--- src/rtl/instr_sequencer.sv ---
// instr_sequencer: small program store plus issue FSM feeding exe_engine.
// Issues one instruction, waits for exe_done, then advances until HALT or end of memory.
module instr_sequencer #(
    parameter int DEPTH = 16,
    parameter int AW    = 4,
    parameter int IW    = 5
) (
    input  logic          clk,
    input  logic          reset,
    input  logic          load_en,
    input  logic [AW-1:0] load_addr,
    input  logic [IW-1:0] load_data,
    input  logic          start,
    input  logic          exe_done,
    output logic [IW-1:0] instr,
    output logic          instr_valid,
    output logic [AW-1:0] pc,
    output logic          busy,
    output logic          halted,
    output logic          err
);

    typedef enum logic [2:0] {
        S_IDLE,
        S_FETCH,
        S_ISSUE,
        S_WAIT,
        S_HALT
    } state_t;

    localparam logic [2:0]    OP_BAD0 = 3'b101;
    localparam logic [2:0]    OP_BAD1 = 3'b110;
    localparam logic [2:0]    OP_HALT = 3'b111;
    localparam logic [AW-1:0] LAST    = AW'(DEPTH - 1);

    state_t        state;
    state_t        state_n;
    logic [AW-1:0] pc_n;
    logic [IW-1:0] instr_n;
    logic          valid_n;
    logic          err_n;

    logic [IW-1:0] mem [DEPTH];
    logic [IW-1:0] fetched;
    logic [2:0]    opcode;
    logic          op_halt;
    logic          op_illegal;
    logic          at_end;
    logic          idle_or_halt;

    assign idle_or_halt = (state == S_IDLE) || (state == S_HALT);
    assign busy         = (state == S_FETCH) || (state == S_ISSUE) ||
                          (state == S_WAIT);
    assign halted       = (state == S_HALT);
    assign at_end       = (pc == LAST);

    // Program store is deliberately left out of reset so a reset keeps the program.
    always_ff @(posedge clk) begin
        if (load_en && idle_or_halt)
            mem[load_addr] <= load_data;
    end

    assign fetched = mem[pc];
    assign opcode  = fetched[IW-1 -: 3];

    always_comb begin
        op_halt    = 1'b0;
        op_illegal = 1'b0;
        unique case (opcode)
            OP_HALT:          op_halt    = 1'b1;
            OP_BAD0, OP_BAD1: op_illegal = 1'b1;
            default:          ;
        endcase
    end

    always_comb begin
        state_n = state;
        pc_n    = pc;
        instr_n = instr;
        valid_n = 1'b0;
        err_n   = err;
        unique case (state)
            S_IDLE, S_HALT: begin
                if (start) begin
                    pc_n    = '0;
                    err_n   = 1'b0;
                    state_n = S_FETCH;
                end
            end
            S_FETCH: begin
                if (op_halt) begin
                    state_n = S_HALT;
                end else if (op_illegal) begin
                    err_n = 1'b1;
                    if (at_end) begin
                        state_n = S_HALT;
                    end else begin
                        pc_n    = pc + AW'(1);
                        state_n = S_FETCH;
                    end
                end else begin
                    instr_n = fetched;
                    valid_n = 1'b1;
                    state_n = S_ISSUE;
                end
            end
            S_ISSUE: begin
                state_n = S_WAIT;
            end
            S_WAIT: begin
                if (exe_done) begin
                    if (at_end) begin
                        state_n = S_HALT;
                    end else begin
                        pc_n    = pc + AW'(1);
                        state_n = S_FETCH;
                    end
                end
            end
            default: begin
                state_n = S_IDLE;
            end
        endcase
    end

    always_ff @(posedge clk or negedge reset) begin
        if (!reset) begin
            state       <= S_IDLE;
            pc          <= '0;
            instr       <= '0;
            instr_valid <= 1'b0;
            err         <= 1'b0;
        end else begin
            state       <= state_n;
            pc          <= pc_n;
            instr       <= instr_n;
            instr_valid <= valid_n;
            err         <= err_n;
        end
    end

endmodule

--- config.mk ---
export PLATFORM = sky130hd
export DESIGN_NAME = instr_sequencer
export DESIGN_NICKNAME = d
export VERILOG_FILES = /design/src/rtl/instr_sequencer.sv
export SDC_FILE = /design/constraint.sdc
export NUM_CORES = 1
export LEC_CHECK = 0
export ABC_AREA = 1
export ABC_CLOCK_PERIOD_IN_PS = 2700
export CELL_PAD_IN_SITES_DETAIL_PLACEMENT = 1
export CELL_PAD_IN_SITES_GLOBAL_PLACEMENT = 1
export CORE_ASPECT_RATIO = 1.5
export CORE_UTILIZATION = 52
export CTS_BUF_LIST = sky130_fd_sc_hd__clkbuf_8
export CTS_CLUSTER_DIAMETER = 150
export CTS_CLUSTER_SIZE = 40
export DETAILED_ROUTE_END_ITERATION = 10
export PLACE_DENSITY_LB_ADDON = 0.1
export SLEW_MARGIN = 20
export SYNTH_ARGS = -nofsm -noshare
export SYNTH_HDL_FRONTEND = slang
export SYNTH_SLANG_ARGS = --single-unit
export TNS_END_PERCENT = 20
--- constraint.sdc ---
create_clock -name clk -period 2.7 [get_ports clk]
set_input_delay 0.675 -clock clk [delete_from_list [all_inputs] [get_ports clk]]
set_output_delay 0.675 -clock clk [all_outputs]
set_load 0.01 [all_outputs]
==> results.py, run 1 <==
metrics = {
    "timing": {
        "setup_violations": 0,
        "final.setup.tns_ns": 0,
        "slew_viol_final": 0,
        "holdWs_ns": 0.493,
        "slew_headroom_pct": 51.1,
        "fmax_ghz": 0.418,
        "fin_crit_sh_pct": 88.7,
        "finClkSkew_ns": 0.0145,
        "tightest_slew_ns": 0.731,
        "hold_viol": 0,
        "finalCriticalPeriod_ns": 2.39,
        "layout_setup_ws_ns": 0.306,
        "rsz0062_at_grt": "false",
    },
    "min_path": {
        "min-delay-path-class": "reg2reg",
    },
    "route": {
        "num_vias": 2981,
        "ant_nets": 0,
        "drt-initial-drc-count": 179,
        "firstDrtPassIters": 4,
        "viasPerCell": 5.59,
        "wl_per_cell_um": 19.4,
        "wirelength_mm": 10.3,
        "drc": 0,
    },
    "floorplan": {
        "start_util_pct": 54.2,
        "die_w_um": 75.2,
        "core_area_mm2": 0.00771,
        "die_h_um": 112,
        "top_level_ports": 27,
        "dieArea_mm2": 0.00841,
        "rows": 39,
    },
    "cells_and_area": {
        "diodes": 0,
        "drive_above_1_share_pct": 9.51,
        "n_fill_cell": 843,
        "final_nets": 441,
        "syn_to_final_growth_pct": 11.8,
        "fin_area_mm2": 0.00467,
    },
    "grt": {
        "grt_pass1_vias": 3196,
        "grt_use_total_pct": 27.5,
        "grt_pass1_wl_mm": 16.1,
        "antenna_found_initial": 0,
        "grt_overflow": 0,
        "grt_max_degree": 37,
    },
    "critical_path": {
        "worst-r2r-cell-count": 13,
        "endpoint": "halted",
        "reg2reg_to": "pc[3]",
        "cp.required_ns": 2.03,
        "arrival_ns": 1.72,
        "path_class": "reg2out",
        "startpoint": "state[1]",
        "crit_path_start_kind": "flip-flop",
        "worst_setup_path_end_kind": "output pin",
        "rrSetupSlack_ns": 0.50,
        "crit-reg2reg-launch": "pc[0]",
        "crit_fanout": 4,
    },
    "power_and_ir_drop": {
        "power_mw": 4.01,
        "pwr-share-seq_pct": 43.3,
        "p_sw_mw": 1.50,
        "power_density_mw_per_mm2": 858,
        "p_leak_nw": 1.87,
        "clockPowerShare_pct": 19.0,
        "p_int_mw": 2.51,
        "power_frac_comb_pct": 37.7,
        "power.share.switching_pct": 37.5,
        "worst_ir_drop_vdd_v": 0.000490,
    },
    "cts": {
        "cts_sinks": 94,
        "cts_max_path_buffers": 2,
        "cts_root_buf": "clkbuf_8",
        "cts_setup_buffers": 0,
        "htreeDepth": 3,
        "cts_hold_repair.buffers": 0,
        "cts_tree": "done",
        "clk-insertion-delay-late_ns": 0.36,
        "cts_buffers": 9,
        "cts.clk_slew.worst_paths_ns": 0.09,
        "cts-resized-gates": 0,
    },
    "yosys": {
        "synthesis.area_mm2": 0.00418,
        "seq_area_frac_synth_pct": 65.9,
        "syn_area_per_cell_um2": 10.6,
        "ys_warn_count": 0,
        "ys_seq_elements": 94,
        "ys_types": 29,
        "synth_cells": 396,
        "syn_nets": 411,
    },
    "placed_design": {
        "io_buffers": 26,
        "dp_slack_ns": 0.134,
        "gp_congestion": 0.786,
        "placed_cell_area_mm2": 0.00452,
        "detailed_place_hpwl_mm": 7.08,
    },
    "job": {
        "drv_cap": 0,
    },
    "status": {
        "status": "finished clean",
    },
}
[synth_stat cells]
cell type | n | area [um2]
edfxtp_1 | 80 | 2400
nand4_1 | 1 | 6.26
buf_4 | 1 | 7.51
nand2_4 | 2 | 22.5
inv_1 | 40 | 150
a211oi_1 | 1 | 7.51
nor2_2 | 2 | 12.5
nand3_1 | 31 | 155
buf_2 | 8 | 40.0
o221ai_1 | 3 | 26.3
nand3b_1 | 1 | 7.51
buf_6 | 5 | 56.3
clkbuf_2 | 1 | 5.00
o211ai_1 | 3 | 22.5
nand3_2 | 7 | 70.1
nand2_2 | 3 | 18.8
o22ai_1 | 6 | 37.5
nand2_1 | 104 | 390
nor2_1 | 45 | 169
and3_1 | 1 | 6.26
inv_2 | 2 | 7.51
a21oi_1 | 1 | 5.00
clkbuf_1 | 1 | 3.75
xor2_1 | 1 | 8.76
o21ai_1 | 1 | 5.00
o21ai_2 | 6 | 52.6
dfrtp_1 | 14 | 350
o21ai_0 | 24 | 120
ha_1 | 1 | 12.5
[layer usage]
metal | share of wire (%) | routed length, um | track usage (%)
met1 | 39 | 4030 | 31.9
met2 | 52 | 5420 | 45.6
met3 | 3.7 | 385 | 4.89
met4 | 5.0 | 513 | 17.3
met5 | 0 | 0 | 0
[flip-flops by register name, summed over array words and instances (netlist names)]
name and cells:
state 3, instr 5, mem 80, instr_valid 1, pc 4, err 1
[power by group through the flow]
stage	sequential (mW)	combinational, mW	clock, mW
2_1_floorplan	1.79	1.00	0
6_report	1.74	1.51	0.764
3_5_place_dp	1.77	1.51	0
5_1_grt	1.75	1.67	0.827
4_1_cts	1.74	1.52	0.777
3_3_place_gp	1.76	1.47	0
[critical path, stage by stage (launching register included)]
cell	delay (ns)
dfrtp_1	0.40
nor2_1	0.17
inv_1	0.12
nor2_1	0.12
clkdlybuf4s50_1	0.55
[area by class of cell]
cell class | instances | area (um2) | share of cell area, %
tap | 102 | 128 | 2.73
sequential | 94 | 2750 | 58.9
multi-input combinational | 244 | 1160 | 24.7
inverter | 42 | 158 | 3.37
timing repair buffer | 35 | 328 | 7.01
clock inverter | 7 | 27.5 | 0.589
clock buffer | 9 | 124 | 2.65
[metrics by stage]
stage	instances	util (%)
floorplan	396	-
global placement	517	58.6
detailed placement	517	58.6
CTS	533	60.6
global route	533	60.6
finish	533	60.6
[cells by family after synthesis]
logic type	after synthesis	synth area share [%]
AND/OR/NAND/NOR	197	20.5
buffers and inverters	58	6.47
AO/OA/AOI/OAI	45	6.62
XOR/XNOR	1	0.210
adder cells (fa/ha/maj)	1	0.299
flip-flops	94	65.9
[layout by cell type (no fill, tap or decap), types with 3 or more instances in the layout]
master / synthesis / layout
buf_4: 1 / 9
nand2_1: 104 / 104
o21ai_0: 24 / 24
o211ai_1: 3 / 3
o221ai_1: 3 / 3
clkdlybuf4s50_1: 0 / 26
edfxtp_1: 80 / 80
nand3_1: 31 / 31
clkbuf_8: 0 / 9
nand2_2: 3 / 3
o22ai_1: 6 / 6
nand3_2: 7 / 7
inv_1: 40 / 45
nor2_1: 45 / 45
o21ai_2: 6 / 6
dfrtp_1: 14 / 14
[worst min-delay path by stage]
| stage | from | to | slack (ns) | cells after the start |
|---|---|---|---|---|
| after floorplan | reset | err | 0.38 | 0 |
| after global placement | err | err | 0.46 | 2 |
| after detailed placement | instr[1] | instr[1] | 0.47 | 2 |
| after CTS | err | err | 0.50 | 2 |
| after global routing | instr[3] | instr[3] | 0.53 | 2 |
| final | instr[1] | instr[1] | 0.49 | 2 |
Note: power is estimated with default switching activity, not from simulation.
==> run 2: changes to the inputs <==
--- a/config.mk
+++ b/config.mk
@@ -6,11 +6,11 @@
 export NUM_CORES = 1
 export LEC_CHECK = 0
 export ABC_AREA = 1
-export ABC_CLOCK_PERIOD_IN_PS = 2700
+export ABC_CLOCK_PERIOD_IN_PS = 2009
 export CELL_PAD_IN_SITES_DETAIL_PLACEMENT = 1
 export CELL_PAD_IN_SITES_GLOBAL_PLACEMENT = 1
 export CORE_ASPECT_RATIO = 1.5
-export CORE_UTILIZATION = 52
+export CORE_UTILIZATION = 44
 export CTS_BUF_LIST = sky130_fd_sc_hd__clkbuf_8
 export CTS_CLUSTER_DIAMETER = 150
 export CTS_CLUSTER_SIZE = 40
==> constraint.sdc (replaced) <==
create_clock -name clk -period 2.01 [get_ports clk]
set_input_delay 0.5025 -clock clk [delete_from_list [all_inputs] [get_ports clk]]
set_output_delay 0.5025 -clock clk [all_outputs]
set_load 0.01 [all_outputs]
==> results.py, run 2 (synthesis gave the netlist of run 1 again) <==
metrics = {
    "route": {
        "drc": 0,
        "num_vias": 2994,
        "firstDrtPassIters": 4,
        "drt-initial-drc-count": 161,
        "ant_nets": 0,
        "viasPerCell": 5.22,
        "wirelength_mm": 10.5,
        "wl_per_cell_um": 18.4,
    },
    "placed_design": {
        "placed_cell_area_mm2": 0.00479,
        "dp.cells": 556,
        "io_buffers": 26,
        "gp_congestion": 0.820,
        "dp_slack_ns": -0.112,
        "detailed_place_hpwl_mm": 7.56,
    },
    "power_and_ir_drop": {
        "power_density_mw_per_mm2": 1150,
        "power_mw": 5.82,
        "p_leak_nw": 2.10,
        "worst_ir_drop_vdd_v": 0.000674,
    },
    "floorplan": {
        "rows": 43,
        "dieArea_mm2": 0.00990,
        "core_area_mm2": 0.00925,
        "top_level_ports": 27,
        "die_w_um": 81.6,
        "start_util_pct": 45.2,
        "die_h_um": 121,
    },
    "cells_and_area": {
        "drive_above_1_share_pct": 18.4,
        "reg.largest.list": "mem: 80 flops, instr: 5 flops, pc: 4 flops",
        "final_util_pct": 54.6,
        "diodes": 0,
        "multi_input_area_mm2": 0.00119,
        "final_nets": 472,
        "regArea_mm2": 0.00276,
        "stdcell_count": 574,
        "syn_to_final_growth_pct": 20.8,
        "largest_reg_flops": 80,
        "fin_area_mm2": 0.00505,
        "final_common_cell": "nand2_1",
        "final_cell_mix": "nand2_1 (100), edfxtp_1 (80), nor2_1 (44)",
        "n_fill_cell": 1013,
        "regMostFlops": "mem",
    },
    "timing": {
        "fin_crit_sh_pct": 96.0,
        "tightest_slew_ns": 0.418,
        "final.setup.tns_ns": 0,
        "rsz0062_at_grt": "false",
        "finalCriticalPeriod_ns": 1.93,
        "setup_violations": 0,
        "slew_headroom_pct": 72.1,
        "layout_setup_ws_ns": 0.0796,
        "finClkSkew_ns": 0.0117,
        "fmax_ghz": 0.518,
        "holdWs_ns": 0.447,
        "hold_viol": 0,
        "slew_viol_final": 0,
    },
    "cts": {
        "cts_sinks": 94,
        "htreeDepth": 3,
        "cts.clk_slew.worst_paths_ns": 0.09,
        "cts_buffers": 9,
        "cts_tree": "done",
        "clk-insertion-delay-late_ns": 0.36,
        "cts_root_buf": "clkbuf_8",
        "cts_max_path_buffers": 2,
    },
    "critical_path": {
        "cp_slowest_cell": "dfrtp_2",
        "crit_buf_inv": 3,
        "crit_chain": "inv_4 -> buf_12 -> nand2_1 -> nand3_1 -> nand3_1 -> nand3_1 -> nand2_2 -> inv_1 -> nand3_2 -> nand3_4 -> nand2_8 -> nand2_1 -> o21ai_2",
        "crit_family": "simple AND/OR/NAND/NOR gates",
        "cp_slowest_stage_delay_ns": 0.47,
        "path_class": "reg2reg",
        "crit_path_start_kind": "flip-flop",
        "crit_top_cell": "nand3_1",
        "arrival_ns": 2.18,
        "crit_fanout": 19,
        "worst_setup_path_end_kind": "flip-flop",
        "cp.required_ns": 2.26,
    },
    "grt": {
        "grt_overflow": 0,
        "grt_pass1_vias": 3137,
        "grt_max_degree": 24,
        "grt_use_total_pct": 23.7,
        "antenna_found_initial": 0,
        "grt_pass1_wl_mm": 16.5,
    },
    "job": {
        "drv_cap": 0,
    },
    "status": {
        "status": "finished clean",
    },
    "min_path": {
        "min-delay-path-class": "in2async",
    },
}
run 2: changes by cell type in the layout (fill, tap and decap cells not counted), moves of 4 or more:
cell,delta
buf_12,+4
nand2_1,-4
buf_4,+24
inv_1,-5
clkdlybuf4s50_1,-6
nand2_2,+4
run 2: cell type report:
class,count,share of cell area (%)
Inverter,42,3.17
Clock buffer,9,2.45
Tap cell,112,2.78
Timing Repair Buffer,66,12.5
Clock inverter,7,0.991
Multi-Input combinational cell,244,23.6
Sequential cell,94,54.6
run 2: path summary, 6_finish.rpt:
check / from / slack [ns] / to / depth (start not counted)
min in group clk: instr[1] / 0.49 / instr[1] / 2
worst min register to register: instr[1] / 0.49 / instr[1] / 2
worst min-delay path: reset / 0.45 / pc[3] / 2
worst max register to register: pc[0] / 0.08 / pc[3] / 13
worst max-delay path: pc[0] / 0.08 / pc[3] / 13
max in group asynchronous: reset / 1.38 / pc[0] / 2
run 2: power breakdown:
| group | leakage [nW] | total, mW | switching (mW) | internal, mW |
|---|---|---|---|---|
| Combinational | 1.12 | 2.35 | 1.42 | 0.926 |
| Sequential | 0.896 | 2.35 | 0.0898 | 2.26 |
| Clock | 0.0832 | 1.13 | 0.676 | 0.451 |
| Total | 2.10 | 5.82 | 2.19 | 3.63 |
run 2: repair_timing:
action                     CTS  global route
cloned                       0             0
pin swaps                    0             3
hold buffers                 0             0
buffers inserted             0             2
gates resized for setup      9            15
setup endpoints to repair    9            16
run 2: metal layers:
layer  share of wire (%)  track usage, %  vias up
li1                    -               -     1446
met1                  39            25.8     1457
met2                  53            42.4       62
met3                 2.8            4.14       29
met4                 4.4            12.4        0
met5                   0               0        -
